<file path="src/rtl/pipelined_tree_adder.sv">
// -----------------------------------------------------------------------------
// pipelined_tree_adder
//
// Reduces INPUTS_AMOUNT signed P-bit operands to one P-bit sum through a binary
// adder tree. Odd-width layers pass their last element straight through. A
// register bank follows every REG_EVERY-th layer, and the final stage is always
// registered. Every addition wraps modulo 2^P. With ACCUMULATE=1, the final
// stage adds tree results across the beats of a packet. It emits one sum per
// packet, on the beat that carries in_last.
//
// Ports:
//   clk        rising-edge clock
//   rst        asynchronous, active-high reset
//   inputs     INPUTS_AMOUNT signed P-bit operands
//   in_valid   operands valid this cycle
//   in_last    last beat of a packet (used only when ACCUMULATE=1)
//   in_ready   a beat is accepted when in_valid && in_ready
//   sum        signed P-bit result
//   out_valid  sum is valid
//   out_ready  downstream accepts sum
// -----------------------------------------------------------------------------
module pipelined_tree_adder #(
  parameter int INPUTS_AMOUNT = 8,
  parameter int P             = 16,
  parameter int REG_EVERY     = 1,
  parameter int ACCUMULATE    = 0
) (
  input  logic                clk,
  input  logic                rst,
  input  logic signed [P-1:0] inputs [INPUTS_AMOUNT],
  input  logic                in_valid,
  input  logic                in_last,
  output logic                in_ready,
  output logic signed [P-1:0] sum,
  output logic                out_valid,
  input  logic                out_ready
);

  if (INPUTS_AMOUNT < 1) begin : g_bad_inputs
    $fatal(1, "pipelined_tree_adder: INPUTS_AMOUNT must be >= 1");
  end
  if (REG_EVERY < 1) begin : g_bad_reg_every
    $fatal(1, "pipelined_tree_adder: REG_EVERY must be >= 1");
  end

  typedef logic signed [P-1:0] word_t;

  localparam int N      = (INPUTS_AMOUNT > 0) ? INPUTS_AMOUNT : 1;
  localparam int R      = (REG_EVERY > 0) ? REG_EVERY : 1;
  localparam int L      = (N > 1) ? $clog2(N) : 0;
  localparam int S      = (L == 0) ? 1 : (L + R - 1) / R;
  // Banks between stages; the last stage is the output register itself.
  localparam int NB     = (S > 1) ? S - 1 : 1;
  localparam int LAST_B = (S > 1) ? S - 2 : 0;

  // Number of live elements entering layer k.
  function automatic int layer_width(input int k);
    int w;
    w = N;
    for (int j = 0; j < k; j++) w = (w + 1) / 2;
    return w;
  endfunction

  word_t bank_d [NB][N];
  logic  bank_v [NB];
  logic  bank_l [NB];
  word_t seg_d  [S][N];   // combinational output of each stage's layers

  logic  enable;
  logic  fin_v;
  logic  fin_l;
  word_t tree_res;
  word_t acc;
  word_t total;

  // Global stall: the whole pipe moves only when the output slot is free or
  // being drained this cycle.
  assign enable   = !out_valid || out_ready;
  assign in_ready = enable;

  // Adder layers, grouped into the segment that each pipeline stage covers.
  always_comb begin
    word_t cur [2*N];
    word_t nxt [2*N];
    int    w;
    w = 0;
    for (int s = 0; s < S; s++) begin
      // NOTE: scratch arrays are cleared before use so that every path
      // assigns them and no latch is inferred. The upper half only keeps
      // the pairwise index 2i+1 within range.
      for (int i = 0; i < 2*N; i++) cur[i] = '0;
      for (int i = 0; i < N; i++)
        cur[i] = (s == 0) ? inputs[i] : bank_d[(s == 0) ? 0 : s - 1][i];
      for (int k = s * R; k < (s + 1) * R && k < L; k++) begin
        w = layer_width(k);
        for (int i = 0; i < 2*N; i++) nxt[i] = '0;
        for (int i = 0; i < N; i++) begin
          if (2*i + 1 < w)  nxt[i] = cur[2*i] + cur[2*i + 1];
          else if (2*i < w) nxt[i] = cur[2*i];   // odd tail passes through
        end
        // NOTE: blocking assignments here, because each layer must see the
        // previous layer's value within the same evaluation.
        cur = nxt;
      end
      for (int i = 0; i < N; i++) seg_d[s][i] = cur[i];
    end
  end

  // Control side of the inter-stage banks: valid and last must clear on reset.
  always_ff @(posedge clk or posedge rst) begin
    if (rst) begin
      for (int s = 0; s < NB; s++) begin
        bank_v[s] <= 1'b0;
        bank_l[s] <= 1'b0;
      end
    end else if (enable) begin
      for (int s = 0; s < S - 1; s++) begin
        bank_v[s] <= (s == 0) ? in_valid : bank_v[(s == 0) ? 0 : s - 1];
        bank_l[s] <= (s == 0) ? in_last  : bank_l[(s == 0) ? 0 : s - 1];
      end
    end
  end

  // NOTE: the data banks have no reset. Their valid bit qualifies them, so
  // stale contents after reset are never observed.
  always_ff @(posedge clk) begin
    if (enable) begin
      for (int s = 0; s < S - 1; s++)
        for (int i = 0; i < N; i++) bank_d[s][i] <= seg_d[s][i];
    end
  end

  assign fin_v    = (S > 1) ? bank_v[LAST_B] : in_valid;
  assign fin_l    = (S > 1) ? bank_l[LAST_B] : in_last;
  assign tree_res = seg_d[S-1][0];
  assign total    = acc + tree_res;

  // Output stage. In accumulate mode, a beat that is not last only updates acc.
  // sum moves only on a real result, so it stays stable across bubbles.
  always_ff @(posedge clk or posedge rst) begin
    if (rst) begin
      out_valid <= 1'b0;
      sum       <= '0;
      acc       <= '0;
    end else if (enable) begin
      if (ACCUMULATE == 0) begin
        out_valid <= fin_v;
        if (fin_v) sum <= tree_res;
      end else if (fin_v) begin
        if (fin_l) begin
          sum       <= total;
          out_valid <= 1'b1;
          acc       <= '0;
        end else begin
          acc       <= total;
          out_valid <= 1'b0;
        end
      end else begin
        out_valid <= 1'b0;
      end
    end
  end

  // in_last has no effect in per-beat mode.
  logic unused_last;
  assign unused_last = fin_l;

endmodule

</file>
<file path="config.mk">
export PLATFORM = sky130hd
export DESIGN_NAME = pipelined_tree_adder
export DESIGN_NICKNAME = d
export VERILOG_FILES = /design/src/rtl/pipelined_tree_adder.sv
export SDC_FILE = /design/constraint.sdc
export NUM_CORES = 1
export LEC_CHECK = 0
export ABC_AREA = 1
export BUFFER_PORTS_ARGS = -buffer_cell sky130_fd_sc_hd__buf_4
export CAP_MARGIN = 30
export CORE_MARGIN = 3
export CORE_UTILIZATION = 58
export CTS_BUF_LIST = sky130_fd_sc_hd__clkbuf_16
export DETAILED_ROUTE_END_ITERATION = 10
export PLACE_DENSITY = 0.9
export SLEW_MARGIN = 0
export SYNTH_ARGS = -nofsm -noshare
export SYNTH_HDL_FRONTEND = slang
export SYNTH_SLANG_ARGS = --single-unit
export TNS_END_PERCENT = 1
</file>
<file path="constraint.sdc">
create_clock -name clk -period 3.6 [get_ports clk]
set_clock_uncertainty 0.15 [all_clocks]
set_input_delay 0.18 -clock clk [delete_from_list [all_inputs] [get_ports clk]]
set_output_delay 0.18 -clock clk [all_outputs]
set_load 0.02 [all_outputs]
</file>
==> results of run 1 <==
==> area by class of cell <==
type,count,area share (%)
Sequential cell,115,29.4
Clock inverter,15,1.60
Timing Repair Buffer,170,11.7
Inverter,134,4.41
Tap cell,211,2.31
Clock buffer,17,3.72
Multi-Input combinational cell,912,46.9
==> where the power goes <==
group	total [mW]	leakage, nW	switching [mW]	internal [mW]
Combinational	4.13	4.34	2.55	1.58
Sequential	2.39	1.21	0.246	2.14
Clock	1.73	0.300	0.635	1.09
==> cell families after synthesis <==
family	after synthesis
AO/OA/AOI/OAI	140
XOR/XNOR	67
adder cells (fa/ha/maj)	112
buffers and inverters	137
flip-flops	115
AND/OR/NAND/NOR	593
==> routing by layer <==
layer | wire length [um] | vias to the layer above | track usage (%)
met5 | 0 | - | 0
met2 | 11000 | 375 | 44.8
li1 | - | 4250 | -
met1 | 9430 | 3867 | 32.2
met3 | 1530 | 63 | 4.81
met4 | 817 | 0 | 12.3
==> flip-flops by register name (all words and copies together) (netlist names) <==
| register | flops |
|---|---|
| bank_d | 96 |
| out_valid | 1 |
| sum | 16 |
| bank_v | 1 |
| fin_v | 1 |
==> repair_timing <==
item                      CTS  global route
hold buffers               20             0
gates resized for setup     0             0
hold endpoints to repair   30             0
==> how the worst max path moves through the flow <==
stage	end	slack, ns	depth (start not counted)	from
global placement	sum[5]	1.48	6	out_valid
detailed placement	bank_d[1][60]	1.42	10	bank_d[0][32]
finish	bank_d[0][12]	1.31	12	inputs[16]
CTS	in_ready	1.32	5	out_ready
global route	sum[4]	1.18	6	out_valid
floorplan	bank_d[0][0]	0.41	3	out_valid
==> cell usage in the layout (no fill, tap or decap), types with 19 or more instances in the layout <==
cell           count
ha_1             105
nand2_1          357
dfrtp_1           19
nand2_2           23
dlygate4sd3_1     20
buf_4            149
inv_1            133
edfxtp_1          96
o21ai_0           36
a21oi_2           21
nand3_1           83
xor2_1            50
a21oi_1           69
nor2_1            90
==> through the flow <==
step	hold WS, ns	instance area, um2
finish	0.0172	11400
global placement	0.162	10600
global route	0.0342	11400
CTS	0.00751	11400
detailed placement	0.168	10600
floorplan	-0.0189	9240
==> synthesized netlist by cell type <==
cell	number	area share [%]
nand4_1	7	0.47
o21ai_0	36	2.0
nand2_2	23	1.6
a21oi_1	69	3.7
xor2_1	50	4.7
a21o_1	7	0.57
a31oi_1	6	0.41
xnor2_1	17	1.6
nand3b_1	8	0.65
nand2b_1	6	0.41
fa_1	7	1.5
nor2_1	90	3.7
nand2_1	357	15
ha_1	105	14
o21ai_1	1	0.054
or2_0	2	0.14
nand3_1	83	4.5
dfrtp_1	19	5.1
buf_2	3	0.16
nand3_2	7	0.76
nor3_1	9	0.49
a21oi_2	21	2.0
edfxtp_1	96	31
inv_1	134	5.4
and2_4	1	0.095
==> qor.yml, run 1 <==
status: "finished, final reports clean"
hold_depth: 2
synthAdderAreaFrac_pct: 15.7
seqCellArea_mm2: 0.00336
clkTransAtPathRegs_ns: 0.06
hp-start: "inputs[65]"
dp.cells: 1522
n_antenna_cell: 0
setup_ws_ns: 1.31
drive_above_1_share_pct: 17.2
io_pins: 151
period_minus_slack_ns: 2.29
htreeDepth: 4
crit_family: "buffers and inverters"
clkLatencyLatePin_ns: 0.42
grt_max_degree: 71
power_density_mw_per_mm2: 721
first_pass_iters: 5
start_util_pct: 60.1
syn_inst: 1164
syn_to_final_growth_pct: 23.8
via_per_inst: 5.44
hold_path.class: "input port to register"
cp.required_ns: 3.62
slowest_stage: "dlygate4sd3_1"
drc: 0
synth_simple_gate_area_share_pct: 27.2
chipHeight_um: 132
crit_path_start_kind: "input port"
maxSlewHeadroom_pct: 45.8
synth.avg_cell_area_um2: 7.94
syn_nets: 1409
r2r_slack_ns: 1.39
cts_setup_buffers: 0
synth_mux_area_share_pct: 0
cts_root_buf: "clkbuf_16"
instances_no_fill: 1574
wire_per_inst_um: 14.5
crit_buf_inv: 3
peakVddDrop_mv: 0.450
cp.arrival_ns: 2.31
max_cap_viol_count: 0
antenna_found_initial: 0
rsz0062_at_grt: "no"
multiInputGateArea_mm2: 0.00536
preCtsSetupSlack_ns: 1.42
post_synth_xor_area_fraction_pct: 6.35
syn-cell-area_mm2: 0.00924
die_w_um: 132
setup_tns_ns: 0
nNetsFinal: 1595
clock_sinks: 115
crit_fanout: 3
io_buffers: 149
period_share_pct: 63.6
fillers: 1097
crit_top_cell: "nand2_1"
synth_top_family_by_area: "simple AND/OR/NAND/NOR gates"
cpPeakStageDelay_ns: 0.54
cts_tree: "yes"
min_to: "bank_d[0][33]"
crit_type: "input port to register"
max_freq_mhz: 437
clk_path_buf_depth: 2
cp-end-kind: "register"
r2r_cells: 10
ant_nets: 0
power.total_mw: 8.24
rr_startpoint: "bank_d[0][0]"
hold_viol_final: 0
drt_wl_total_um: 22800
via_count: 8555
core_area_mm2: 0.0154
leakagePower_nw: 5.85
grt-ovfl-total: 0
hpwl_um: 17600
synth.ff_latch_count: 115
tightestPinTransition_ns: 0.810
cts_buffers: 17
drv_slew: 0
dieArea_mm2: 0.0175
rr_endpoint: "bank_d[1][44]"
first_global_vias: 8351
drt-initial-drc-count: 544
setup_viol: 0
track_usage_pct: 26.2
final_core_util_pct: 74.4
crit_chain: "dlygate4sd3_1 > buf_4 > ha_1 > fa_1 > nand3_1 > nand2_2 > nand2_1 > nand2_1 > a21oi_2 > inv_1 > nand2_1 > nand2_1"
synth_seq_area_share_pct: 36.4
synth.distinct_cells: 25
synth_warnings: 0
std_cell_rows: 45
place.gp.congestion: 0.912
grt_pass1_wl_um: 37500
synth-compound-area-share_pct: 8.71
Power figures use the tool's default switching activity.
==> run 2: changes to the inputs <==
Clock period 3.6 ns to 2.3 ns, I/O delays scaled along.
==> qor.yml, run 2 (synthesis gave the netlist of run 1 again) <==
power_density_mw_per_mm2: 1130  # was 721 mW/mm2
rr_startpoint: "bank_d[0][48]"  # was bank_d[0][0]
hpwl_um: 17300  # was 17,600 um
drt-initial-drc-count: 612  # was 544
first_pass_iters: 8  # was 5
dp.cells: 1524  # was 1,522
crit_buf_inv: 3  # unchanged
drv_slew: 0  # unchanged
largestRegisters: "bank_d x96, sum x16"  # unchanged
grt_pass1_wl_um: 38300  # was 37,500 um
dieArea_mm2: 0.0175  # unchanged
clkTransAtPathRegs_ns: 0.06  # about the same
min_to: "bank_d[0][44]"  # was bank_d[0][33]
track_usage_pct: 26.7  # was 26.2%
cts_root_buf: "clkbuf_16"  # unchanged
clock_sinks: 115  # unchanged
leakagePower_nw: 5.90  # was 5.85 nW
crit_chain: "dlygate4sd3_1 > buf_4 > ha_4 > nand3_1 > nand2_2 > nand3_1 > nand2_2 > nand3_2 > nand3b_1 > nand2_1 > dlygate4sd3_1"  # was dlygate4sd3_1 > buf_4 > ha_1 > fa_1 > nand3_1 > nand2_2 > nand2_1 > nand2_1 > a21oi_2 > inv_1 > nand2_1 > nand2_1
grt_max_degree: 71  # unchanged
slowest_stage: "dlygate4sd3_1"  # unchanged
core_area_mm2: 0.0154  # unchanged
antenna_found_initial: 0  # unchanged
cp.required_ns: 2.32  # was 3.62 ns
r2r_cells: 10  # unchanged
cts_tree: "yes"  # unchanged
first_global_vias: 8475  # was 8,351
holdWs_ns: 0.0560  # was 0.0172 ns
wire_per_inst_um: 14.7  # was 14.5 um
max_cap_viol_count: 0  # unchanged
final_core_util_pct: 75.5  # was 74.4%
top_register: "bank_d"  # unchanged
die_w_um: 132  # unchanged
drc: 0  # unchanged
place.gp.congestion: 0.920  # was 0.912
io_buffers: 149  # unchanged
crit_path_start_kind: "input port"  # unchanged
status: "finished, final reports clean"  # unchanged
syn_to_final_growth_pct: 25.6  # was 23.8%
hold_viol_final: 0  # unchanged
ant_nets: 0  # unchanged
period_minus_slack_ns: 2.21
crit_family: "buffers and inverters"  # unchanged
htreeDepth: 4  # unchanged
io_pins: 151  # unchanged
cpPeakStageDelay_ns: 0.55  # was 0.54 ns
hold_depth: 4  # was 2
period_share_pct: 96.0
crit_fanout: 3  # unchanged
start_util_pct: 60.1  # unchanged
n_antenna_cell: 0  # unchanged
via_per_inst: 5.41  # was 5.44
grt-ovfl-total: 0  # unchanged
setup_tns_ns: 0  # unchanged
drt_wl_total_um: 23200  # was 22,800 um
chipHeight_um: 132  # unchanged
largest_register_ffs: 96  # unchanged
cts_buffers: 17  # unchanged
peakVddDrop_mv: 0.718  # was 0.450 mV
clkLatencyLatePin_ns: 0.42  # about the same
maxSlewHeadroom_pct: 55.7  # was 45.8%
nNetsFinal: 1607  # was 1,595
via_count: 8567  # was 8,555
instances_no_fill: 1585  # was 1,574
rr_endpoint: "bank_d[1][60]"  # was bank_d[1][44]
clk_path_buf_depth: 2  # unchanged
hold_path.class: "input port to register"  # unchanged
setup_viol: 0  # unchanged
final_cell_mix: "nand2_1 (357), buf_4 (152), inv_1 (133)"  # was nand2_1 (357), buf_4 (149), inv_1 (133)
r2r_slack_ns: 0.13  # was 1.39 ns
cp-end-kind: "register"  # unchanged
final_common_cell: "nand2_1"  # unchanged
crit_type: "input port to register"  # unchanged
drive_above_1_share_pct: 17.7  # was 17.2%
std_cell_rows: 45  # unchanged
hp-start: "inputs[92]"  # was inputs[65]
tightestPinTransition_ns: 0.664  # was 0.810 ns
max_freq_mhz: 453
cp.arrival_ns: 2.22  # was 2.31 ns
-- run 2: cell count changes in the layout (fill, tap and decap cells not counted), moves of 2 or more --
cell           previous run  this run
clkinv_2                  3         1
ha_1                    105       103
buf_4                   149       152
clkinvlp_4                0         3
clkinv_4                  6         3
dlygate4sd3_1            20        29
-- run 2: worst min-delay path: stages --
cell and delay, ns:
buf_4 0.08, ha_1 0.20, nand2_1 0.07, nand2_1 0.06
-- run 2: layout make-up --
class | instances | area (um2)
clock inverters | 14 | 201
well taps | 211 | 264
inverters | 134 | 507
multi-input cells | 912 | 5390
clock buffers | 17 | 425
flip-flops and latches | 115 | 3360
repair buffers | 182 | 1450
fillers | 1037 | 3770
-- run 2: power breakdown --
part           internal, mW  leakage (nW)  switching [mW]
Combinational          2.50          4.39            4.02
Sequential             3.35          1.21           0.385
Clock                  1.82         0.301           0.983
Total                  7.67          5.90            5.39
-- run 2: through the flow --
| stage | power (mW) | setup WS, ns | cell area [um2] |
|---|---|---|---|
| floorplan | 8.30 | -0.383 | 9250 |
| detailed placement | 10.0 | 0.190 | 10700 |
| global placement | 9.75 | 0.266 | 10700 |
| finish | 13.1 | 0.0918 | 11600 |
| global route | 14.0 | -0.000970 | 11600 |
| CTS | 13.0 | 0.0609 | 11600 |
-- run 2: worst max-delay path by stage --
stage	from	end	slack, ns	cells after the start
4_1_cts	inputs[49]	bank_d[0][31]	0.06	11
3_3_place_gp	bank_d[0][0]	bank_d[1][44]	0.27	10
5_1_grt	inputs[49]	bank_d[0][31]	-0.001	11
3_5_place_dp	bank_d[0][0]	bank_d[1][44]	0.19	10
6_report	inputs[49]	bank_d[0][31]	0.09	11
2_1_floorplan	out_valid	bank_d[0][0]	-0.38	3
-- run 2: metal layers --
layer	up-vias	global-route usage (%)	part of all wire [%]
met5	-	0	0
met4	0	10.4	3.2
met3	55	5.27	6.3
met2	345	46.0	49
met1	3890	33.2	42
li1	4277	-	-
-- run 2: repair_timing --
action / in CTS / in global routing
hold endpoints to repair: 33 / 0
setup endpoints to repair: 0 / 2
hold buffers: 29 / 0
setup buffers: 0 / 1
resized for setup: 0 / 4
